<file path="config.mk">
export PLATFORM = sky130hd
export DESIGN_NAME = calc_input_sequencer
export DESIGN_NICKNAME = d
export VERILOG_FILES = /design/src/rtl/calc_input_sequencer.sv
export SDC_FILE = /design/constraint.sdc
export NUM_CORES = 1
export LEC_CHECK = 0
export ABC_AREA = 1
export BUFFER_PORTS_ARGS = -buffer_cell sky130_fd_sc_hd__buf_2
export CAP_MARGIN = 40
export CORE_AREA = 10 10 84 158
export DETAILED_ROUTE_END_ITERATION = 10
export DIE_AREA = 0 0 94 168
export MAX_ROUTING_LAYER = met4
export PLACE_DENSITY = 0.6
export SETUP_SLACK_MARGIN = 0.05
export SKIP_CTS_REPAIR_TIMING = 1
export SLEW_MARGIN = 20
export SYNTH_ARGS = -nofsm -noshare
export SYNTH_HDL_FRONTEND = slang
export SYNTH_SLANG_ARGS = --single-unit
</file>
<file path="constraint.sdc">
create_clock -name clock -period 2.3 [get_ports clock]
set_clock_uncertainty 0.1 [all_clocks]
set_input_delay 0.345 -clock clock [delete_from_list [all_inputs] [get_ports clock]]
set_output_delay 0.345 -clock clock [all_outputs]
set_load 0.03 [all_outputs]
</file>
<file path="src/rtl/calc_input_sequencer.sv">
// Calculator front end: debounced Enter/Clear buttons step operands and opcode
// into the ALU, then capture the ALU result and flags.
module calc_input_sequencer #(
    parameter int DEBOUNCE_CYCLES = 250000,
    parameter int DATA_WIDTH      = 8,
    parameter int OP_WIDTH        = 4
) (
    input  logic                           clock,
    input  logic                           reset,
    input  logic [DATA_WIDTH+OP_WIDTH-1:0] Switchs,
    input  logic                           Enter,
    input  logic                           Clear,
    input  logic [DATA_WIDTH-1:0]          alu_result,
    input  logic                           alu_zero,
    input  logic                           alu_overflow,
    output logic [DATA_WIDTH-1:0]          operand_a,
    output logic [DATA_WIDTH-1:0]          operand_b,
    output logic [OP_WIDTH-1:0]            operation,
    output logic [DATA_WIDTH-1:0]          result_reg,
    output logic                           result_zero,
    output logic                           result_ovf,
    output logic                           result_valid,
    output logic [2:0]                     state,
    output logic [3:0]                     Leds
);

    localparam int CW = $clog2(DEBOUNCE_CYCLES + 1);

    localparam logic [2:0] IDLE   = 3'd0;
    localparam logic [2:0] WITH_A = 3'd1;
    localparam logic [2:0] WITH_B = 3'd2;
    localparam logic [2:0] EXEC   = 3'd3;
    localparam logic [2:0] RESULT = 3'd4;

    logic [1:0]         btn_raw;
    logic [1:0]         sync1;
    logic [1:0]         sync2;
    logic [1:0]         deb;
    logic [1:0]         deb_q;
    logic [1:0][CW-1:0] cnt;
    logic               enter_p;
    logic               clear_p;

    logic [2:0] cur;
    logic [2:0] nxt;
    logic [3:0] leds_nxt;

    assign btn_raw = {Clear, Enter};

    // bit 0 = Enter, bit 1 = Clear; any bounce restarts the stability count
    always_ff @(posedge clock or posedge reset) begin
        if (reset) begin
            sync1 <= '0;
            sync2 <= '0;
            deb   <= '0;
            deb_q <= '0;
            cnt   <= '0;
        end else begin
            sync1 <= btn_raw;
            sync2 <= sync1;
            deb_q <= deb;
            for (int i = 0; i < 2; i++) begin
                if (sync2[i] != deb[i]) begin
                    if (cnt[i] == CW'(DEBOUNCE_CYCLES - 1)) begin
                        deb[i] <= sync2[i];
                        cnt[i] <= '0;
                    end else begin
                        cnt[i] <= cnt[i] + 1'b1;
                    end
                end else begin
                    cnt[i] <= '0;
                end
            end
        end
    end

    assign enter_p = deb[0] & ~deb_q[0];
    assign clear_p = deb[1] & ~deb_q[1];
    assign state   = cur;

    always_ff @(posedge clock or posedge reset) begin
        if (reset) cur <= IDLE;
        else       cur <= nxt;
    end

    always_comb begin
        nxt = IDLE;
        if (!clear_p) begin
            case (cur)
                IDLE:    nxt = enter_p ? WITH_A : IDLE;
                WITH_A:  nxt = enter_p ? WITH_B : WITH_A;
                WITH_B:  nxt = enter_p ? EXEC : WITH_B;
                EXEC:    nxt = RESULT;
                RESULT:  nxt = (enter_p && !result_ovf) ? WITH_A : RESULT;
                default: nxt = IDLE;
            endcase
        end
    end

    always_comb begin
        leds_nxt = 4'b1111;
        case (nxt)
            IDLE:    leds_nxt = 4'b0001;
            WITH_A:  leds_nxt = 4'b0011;
            WITH_B:  leds_nxt = 4'b0111;
            default: leds_nxt = 4'b1111;
        endcase
    end

    always_ff @(posedge clock or posedge reset) begin
        if (reset) begin
            operand_a    <= '0;
            operand_b    <= '0;
            operation    <= '0;
            result_reg   <= '0;
            result_zero  <= 1'b0;
            result_ovf   <= 1'b0;
            result_valid <= 1'b0;
            Leds         <= 4'b0001;
        end else begin
            Leds         <= leds_nxt;
            result_valid <= (nxt == RESULT);
            if (clear_p || cur > RESULT) begin
                operand_a   <= '0;
                operand_b   <= '0;
                operation   <= '0;
                result_reg  <= '0;
                result_zero <= 1'b0;
                result_ovf  <= 1'b0;
            end else begin
                case (cur)
                    IDLE:
                        if (enter_p) operand_a <= Switchs[DATA_WIDTH-1:0];
                    WITH_A:
                        if (enter_p) operand_b <= Switchs[DATA_WIDTH-1:0];
                    WITH_B:
                        if (enter_p)
                            operation <= Switchs[DATA_WIDTH+OP_WIDTH-1:DATA_WIDTH];
                    EXEC: begin
                        result_reg  <= alu_result;
                        result_zero <= alu_zero;
                        result_ovf  <= alu_overflow;
                    end
                    RESULT:
                        // chain the previous result in as the next operand A
                        if (enter_p && !result_ovf) begin
                            operand_a <= result_reg;
                            operand_b <= '0;
                            operation <= '0;
                        end
                    default: ;
                endcase
            end
        end
    end

endmodule
</file>
==> results of run 1 <==
-- worst max-delay path: cells and delay by family, from the launching register on --
family | cells | cell delay [ns]
buffers and inverters | 1 | 0.19
flip-flops | 1 | 0.46
AND/OR/NAND/NOR | 7 | 0.85
-- cell type report --
cell class / instances / share of cell area, %
Inverter: 61 / 4.76
Clock buffer: 11 / 5.17
Clock inverter: 5 / 1.28
Timing Repair Buffer: 67 / 7.43
Sequential cell: 81 / 41.5
Tap cell: 140 / 3.59
Multi-Input combinational cell: 366 / 36.3
-- power groups by stage --
stage	Sequential (µW)	Clock [µW]	Combinational (µW)
final	1450	1500	108
after global routing	1450	1600	125
after CTS	1450	1540	111
after detailed placement	1470	0	110
after global placement	1470	0	110
after floorplan	1470	0	61.4
-- kinds of logic after synthesis --
group | Yosys count | share of synthesized area (%)
simple gates | 278 | 29.1
xor+xnor | 22 | 4.73
fa+ha+maj | 2 | 0.614
other cells | 1 | 0.0920
compound gates | 63 | 8.97
buf+inv | 68 | 6.75
flops | 81 | 49.7
-- layer usage --
metal | GRT usage [%] | up-vias | part of all wire [%]
met5 | - | - | 0
met4 | 9.77 | 0 | 4.9
met3 | 3.21 | 37 | 5.4
met2 | 24.1 | 93 | 53
met1 | 13.4 | 1631 | 37
li1 | - | 1756 | -
-- per-stage QoR --
step	util, %	power (µW)	cells	worst slack, ns	instance area [µm²]
after floorplan	-	1530	515	0.739	4080
after global placement	42.2	1580	714	0.567	4560
after detailed placement	42.2	1580	714	0.569	4560
after CTS	45.1	3090	730	0.550	4880
after global routing	45.2	3170	731	0.417	4890
final	45.2	3060	731	0.580	4890
-- synth_stat cells, drive strengths merged --
cell type and n:
a211oi 2, a21oi 18, and2 4, buf 4, clkbuf 3, conb 1
dfrtp 81, ha 2, inv 61, nand2 134, nand3 23, nand3b 2
nand4 4, nor2 106, nor3 3, nor3b 2, o21ai 43, xnor2 10
xor2 12
-- worst paths after layout --
path / end / slack [ns] / cells past startpoint
hold / removal: sync1[1] / 0.01 / 1
hold reg to reg: sync2[0] / 0.25 / 0
setup / recovery: operand_a[4] / 0.58 / 8
setup reg to reg: operand_a[4] / 0.58 / 8
min in group asynchronous: cnt[33] / 0.42 / 3
max in group asynchronous: cnt[8] / 1.05 / 4
==> summary.md, run 1 <==
| Metric | Value |
|---|---|
| Area contributors post-synth | `dfrtp_1, nand2_1, nor2_1, inv_1, o21ai_0` |
| Residual DRC | `0` |
| Max-cap violations | `0` |
| Max reg flops | `36` |
| Placer Congestion | `0.930` |
| WS Path Type | `flip-flop to flip-flop` |
| Fillers | `1098` |
| Leakage Power | `0.00227 µW` |
| ANT cells | `0` |
| Critical Path Sink Type | `flip-flop` |
| Post-layout min period | `1.72 ns` |
| CP startpoint | `state[1]` |
| Vias per std cell | `4.81` |
| Clock H-tree levels | `3` |
| HP Class | `input port to flip-flop` |
| Cell Area, Synth | `4080 µm²` |
| Fmax | `0.582 GHz` |
| Total wire length | `10300 µm` |
| Warnings from Yosys | `0` |
| Post-Syn Nets | `543` |
| Final Hold Viols | `0` |
| Largest reg by FF count | `cnt` |
| Yosys cell types | `28` |
| Switch Pwr | `678 µW` |
| Clk_lat worst skew | `0.34 ns` |
| Crit path launch type | `flip-flop` |
| Crit path cell chain | `nor2_4, nor2_2, nor2_4, nand2_4, inv_2, nor2_4, nand2_1, nand2_1` |
| Seq pwr share | `47.3%` |
| Die area | `15800 µm²` |
| Commonest non-fill, non-tap cell in the layout | `nand2_1` |
| Layout area overhead | `19.9%` |
| WL/cell | `14.1 µm` |
| Site Rows | `54` |
| Post-Syn Instances | `515` |
| TNS Setup | `0 ns` |
| Clock Root Buffer | `clkbuf_16` |
| Largest net degree at the start of global routing | `70` |
| Die W | `94 µm` |
| Fraction of layout cells with a size suffix above 1 | `19.0%` |
| RSZ-0062 raised after global routing | `no` |
| NumNets Final | `614` |
| Dpl hpwl | `8130 µm` |
| First-pass DRT Iterations | `4` |
| GRT Residual Overflow | `0` |
| Int Power | `2380 µW` |
| Yosys top cell by area | `dfrtp_1` |
| Clock sinks | `81` |
| Routed Antenna Nets | `0` |
| Tcrit/Tclk final | `74.8%` |
| Peak supply drop | `397 µV` |
| Register area share after synthesis | `49.7%` |
| Most frequent cells in the layout | `nand2_1, nor2_1, dfrtp_1` |
| Initial core utilization | `37.7%` |
| Worst path slowest cell | `dfrtp_1` |
| Total GRT Usage | `14.1%` |
| Final setup viols | `0` |
| Core area | `10800 µm²` |
| FF-to-FF Start | `state[1]` |
| Port buffer count | `62` |
| Clock network power share | `49.2%` |
| Comb power frac | `3.5%` |
| Slew Limit Headroom | `62.7%` |
| Switching part of the total power | `22.2%` |
| Initial antenna violation count | `0` |
| Worst Path Arrival | `1.84 ns` |
| Clk slew on worst S/H paths | `0.06 ns` |
| Cts bufs inserted | `9` |
| Vias in the first global route | `3654` |
| Register Area | `2030 µm²` |
| Synthesized area per cell | `7.91 µm²` |
| Slew @ Worst Pin | `0.557 ns` |
| CTS tree | `built` |
| Die height | `168 µm` |
| Total number of vias | `3517` |
| CTS Buffer Depth | `2` |
| HP Start | `Clear` |
| IO Pins | `64` |
| WP data required | `2.43 ns` |
| Yosys reg bits | `81` |
| First-pass GRT wire length | `17200 µm` |
| DRT iter0 DRCs | `147` |
| Pwr/cell area | `626 nW/µm²` |
| Area fraction of the dominant cell type after synthesis | `49.7%` |
| Crit-path max FO | `14` |
| Slew Limit Fails | `0` |
| Area of the multi-input gates | `1770 µm²` |
| Crit-path most repeated cell | `nor2_4` |
| Slowest stage delay, CP | `0.46 ns` |
| Status | `finished clean` |
| Hold Slack | `0.0145 ns` |
No activity file was read; power rests on OpenSTA's default activity.
==> run 2: changes to the inputs <==
==> constraint.sdc (replaced) <==
create_clock -name clock -period 1.46 [get_ports clock]
set_clock_uncertainty 0.1 [all_clocks]
set_input_delay 0.219 -clock clock [delete_from_list [all_inputs] [get_ports clock]]
set_output_delay 0.219 -clock clock [all_outputs]
set_load 0.03 [all_outputs]
==> summary.md, run 2 (synthesis gave the netlist of run 1 again) <==
| Metric | Value |
|---|---|
| Dpl hpwl | `8830 µm` |
| TNS Setup | `-0.657 ns` |
| IO Pins | `64` |
| DRT iter0 DRCs | `192` |
| Routed Antenna Nets | `0` |
| Commonest non-fill, non-tap cell in the layout | `nand2_1` |
| Die W | `94 µm` |
| Peak supply drop | `580 µV` |
| Pwr Total | `5000 µW` |
| Total GRT Usage | `14.8%` |
| Total number of vias | `3944` |
| Layout area overhead | `51.9%` |
| CTS tree | `built` |
| R2R depth | `9` |
| Critical Path Sink Type | `flip-flop` |
| Die area | `15800 µm²` |
| Clock H-tree levels | `3` |
| Clk_lat worst skew | `0.34 ns` |
| Core area | `10800 µm²` |
| NumNets Final | `684` |
| Fraction of layout cells with a size suffix above 1 | `47.5%` |
| Pwr/cell area | `808 nW/µm²` |
| Initial antenna violation count | `0` |
| HP Class | `input port to flip-flop` |
| Crit-path max FO | `6` |
| Worst Path Arrival | `1.65 ns` |
| Cts bufs inserted | `9` |
| Fmax | `0.656 GHz` |
| Final setup viols | `19` |
| Residual DRC | `0` |
| First-pass GRT wire length | `18200 µm` |
| Final Hold Viols | `0` |
| Max-cap violations | `0` |
| Vias per std cell | `4.92` |
| Hold Path Depth | `3` |
| Max reg flops | `36` |
| RSZ-0062 raised after global routing | `yes` |
| Area of the multi-input gates | `2370 µm²` |
| Vias in the first global route | `3938` |
| Placer Congestion | `0.929` |
| Die height | `168 µm` |
| Slew @ Worst Pin | `0.519 ns` |
| Largest reg by FF count | `cnt` |
| Slew Limit Fails | `0` |
| Site Rows | `54` |
| First-pass DRT Iterations | `4` |
| Final worst slack | `-0.0649 ns` |
| Register Area | `2040 µm²` |
| GRT Residual Overflow | `0` |
| Fillers | `903` |
| WL/cell | `15.3 µm` |
| Initial core utilization | `37.7%` |
| Leakage Power | `0.00272 µW` |
| Fin util | `57.3%` |
| Crit path launch type | `flip-flop` |
| Slew Limit Headroom | `65.3%` |
| Clock Root Buffer | `clkbuf_16` |
| Clock sinks | `81` |
| Total wire length | `12300 µm` |
| Clk slew on worst S/H paths | `0.06 ns` |
| Most frequent cells in the layout | `nand2_1, dfrtp_1, buf_2` |
| Status | `finished with violations` |
| WP data required | `1.59 ns` |
| Port buffer count | `62` |
| CTS Buffer Depth | `2` |
| WS Path Type | `flip-flop to flip-flop` |
| Post-layout min period | `1.52 ns` |
| ANT cells | `0` |
| Violated checks | `setup timing` |
| Largest net degree at the start of global routing | `25` |
| Tcrit/Tclk final | `104%` |
==> run 2: cell types whose count changed in the layout (fill, tap and decap cells not counted), moves of 11 or more <==
cell	before	now
dfrtp_1	81	70
o21ai_0	33	19
nand2_2	2	23
inv_1	55	44
nor2_4	5	35
buf_6	0	13
nor2_2	4	24
dfrtp_2	0	11
nand2_1	129	105
nor2_1	97	47
buf_4	3	53
==> run 2: report_power, final <==
group	internal (µW)	switching [µW]	total, µW
Combinational	114	151	266
Sequential	2260	20.0	2280
Clock	1510	943	2450
==> run 2: worst paths after layout <==
path,from,endpoint,slack (ns)
worst max-delay path,deb[1],operand_b[3],-0.06
worst min-delay path,Switchs[9],operation[1],0.04
worst max register to register,deb[1],operand_b[3],-0.06
worst min register to register,sync1[0],sync2[0],0.24
max in group asynchronous,reset,cnt[11],0.39
min in group asynchronous,reset,cnt[33],0.37
==> run 2: per-layer routing <==
| layer | routed length [µm] | track usage (%) | vias up |
|---|---|---|---|
| met3 | 592 | 3.83 | 32 |
| li1 | - | - | 1891 |
| met1 | 4230 | 13.7 | 1911 |
| met5 | 0 | - | - |
| met2 | 7000 | 26.7 | 110 |
| met4 | 463 | 7.84 | 0 |
==> run 2: worst max-delay path: stages (launching register included) <==
cell	delay (ns)
dfrtp_1	0.40
inv_2	0.09
nor2_4	0.04
buf_12	0.12
nor2_4	0.15
nand2_4	0.10
o21ai_4	0.12
buf_12	0.15
buf_6	0.09
o21ai_2	0.04
==> run 2: stage by stage <==
step	instance area, µm²	instances	setup slack [ns]	hold slack, ns
global placement	5010	758	-0.0530	0.178
floorplan	4140	515	-0.0282	0.150
CTS	5330	774	-0.107	-0.178
finish	6190	801	-0.0649	0.0405
detailed placement	5010	758	-0.0735	0.188
global route	6190	801	-0.130	0.0509
==> run 2: final cells by class <==
cell class                 count  area share (%)
timing repair buffer         137            16.8
inverter                      61            3.88
clock inverter                 6            1.50
sequential                    81            33.0
clock buffer                  10            3.70
tap                          140            2.83
multi-input combinational    366            38.3
==> run 3: changes to the inputs <==
==> constraint.sdc (replaced) <==
create_clock -name clock -period 1.3 [get_ports clock]
set_clock_uncertainty 0.1 [all_clocks]
set_input_delay 0.195 -clock clock [delete_from_list [all_inputs] [get_ports clock]]
set_output_delay 0.195 -clock clock [all_outputs]
set_load 0.03 [all_outputs]
==> summary.md, run 3 (synthesis gave the netlist of run 1 again) <==
| Metric | Value |
|---|---|
| Worst Path Arrival | `1.66 ns` |
| Initial antenna violation count | `1` |
| Violated checks | `setup timing` |
| Final setup viols | `72` |
| Placer Congestion | `0.932` |
| CTS Buffer Depth | `2` |
| Final worst slack | `-0.233 ns` |
| Clock sinks | `81` |
| Delay-heaviest family, CP | `simple AND/OR/NAND/NOR gates` |
| Cts bufs inserted | `9` |
| First-pass GRT wire length | `19400 µm` |
| HP Class | `input port to flip-flop` |
| Residual DRC | `0` |
| Met1 Resource Use GR | `14.1%` |
| Clock H-tree levels | `3` |
| Vias in the first global route | `4103` |
| Slowest stage delay, CP | `0.44 ns` |
| FF-to-FF Start | `state[1]` |
| Dpl hpwl | `9530 µm` |
| Max reg flops | `36` |
| Layout area overhead | `61.6%` |
| Clk_lat worst skew | `0.33 ns` |
| CP startpoint | `state[1]` |
| Clk slew on worst S/H paths | `0.06 ns` |
| Slew Limit Fails | `0` |
| Clock Root Buffer | `clkbuf_16` |
| Largest net degree at the start of global routing | `28` |
| Max-cap violations | `0` |
| Pwr Total | `5540 µW` |
| Met3 GRT Util | `2.72%` |
| Commonest non-fill, non-tap cell in the layout | `buf_4` |
| Fraction of layout cells with a size suffix above 1 | `51.5%` |
| Status | `finished with violations` |
| DRT iter0 DRCs | `149` |
| TNS Setup | `-9.16 ns` |
| Crit path launch type | `flip-flop` |
| Crit-path most repeated cell | `nor2_4` |
| WL/cell | `15.4 µm` |
| Met2 usage | `29.4%` |
| Final Hold Viols | `0` |
| Tcrit/Tclk final | `118%` |
| Core area | `10800 µm²` |
| Port buffer count | `62` |
| Worst path slowest cell | `dfrtp_2` |
| NumNets Final | `728` |
| Critical Path Sink Type | `flip-flop` |
| Post-layout min period | `1.53 ns` |
| Total wire length | `13100 µm` |
| Routed Antenna Nets | `0` |
| HP Start | `Switchs[8]` |
| Peak supply drop | `856 µV` |
| Die W | `94 µm` |
| Buf/Inv on CP | `1` |
| Total number of vias | `4105` |
| Leakage Power | `0.00300 µW` |
| CTS tree | `built` |
| Site Rows | `54` |
| Pwr/cell area | `841 nW/µm²` |
| Crit-path max FO | `8` |
| Die area | `15800 µm²` |
| First-pass DRT Iterations | `5` |
| Total GRT Usage | `15.8%` |
| Most frequent cells in the layout | `buf_4, nand2_1, dfrtp_1` |
| Crit path cell chain | `nor2_4, nor2_4, nor2_4, nand2_4, o21ai_4, clkbuf_16, o21ai_2` |
| Largest reg by FF count | `cnt` |
| Die height | `168 µm` |
| Vias per std cell | `4.85` |
| Fmax | `0.652 GHz` |
| GRT Residual Overflow | `0` |
| WS Path Type | `flip-flop to flip-flop` |
| Busiest grt layer | `met2` |
| Initial core utilization | `37.7%` |
| IO Pins | `64` |
| WP data required | `1.43 ns` |
| RSZ-0062 raised after global routing | `yes` |
[run 3: changes by cell type in the layout (fill, tap and decap cells not counted), sizes merged]
| cell | before | now |
|---|---|---|
| inv | 61 | 62 |
| buf | 133 | 173 |
| diode | 0 | 1 |
| bufinv | 2 | 1 |
| clkbuf | 11 | 15 |
[run 3: worst reg2reg max path, delay by kind of cell, from the launching register on]
kind | cells | cell delay, ns
simple gates | 4 | 0.52
flops | 1 | 0.44
buf+inv | 1 | 0.20
compound gates | 2 | 0.16
[run 3: final timing paths]
check | slack [ns] | end | cells after the start
setup / recovery | -0.23 | operand_b[3] | 7
hold / removal | 0.003 | operation[0] | 3
setup reg to reg | -0.23 | operand_b[3] | 7
hold reg to reg | 0.26 | sync2[0] | 0
max in group asynchronous | 0.31 | state[0] | 4
min in group asynchronous | 0.32 | cnt[33] | 3
[run 3: final cells by class]
cell class,count,area (µm²)
clock inverter,5,62.6
inverter,61,248
clock buffer,11,253
timing repair inverter,1,11.3
fill,888,4220
timing repair buffer,180,1390
tap,140,175
multi-input combinational,366,2410
antenna,1,2.50
sequential,81,2040
[run 3: routing by layer]
metal  vias up  part of all wire, %
li1       1981                    -
met1      1973                   33
met2        99                   58
met3        52                  3.1
met4         0                  5.9
met5         -                    0
[run 3: power by group]
group          leakage, µW  internal [µW]  switching (µW)
sequential        0.000995           2540            28.1
combinational      0.00185            156             176
clock             0.000148           1600            1040
[run 3: stage by stage]
stage	hold slack, ns	worst slack, ns	cells	cell area (µm²)	util [%]
detailed placement	0.119	-0.196	800	5370	49.7
floorplan	0.126	-0.179	515	4210	-
CTS	-0.235	-0.214	816	5690	52.6
finish	0.00339	-0.233	846	6590	60.9
global route	0.0157	-0.276	846	6590	60.9
global placement	0.120	-0.155	800	5370	49.7
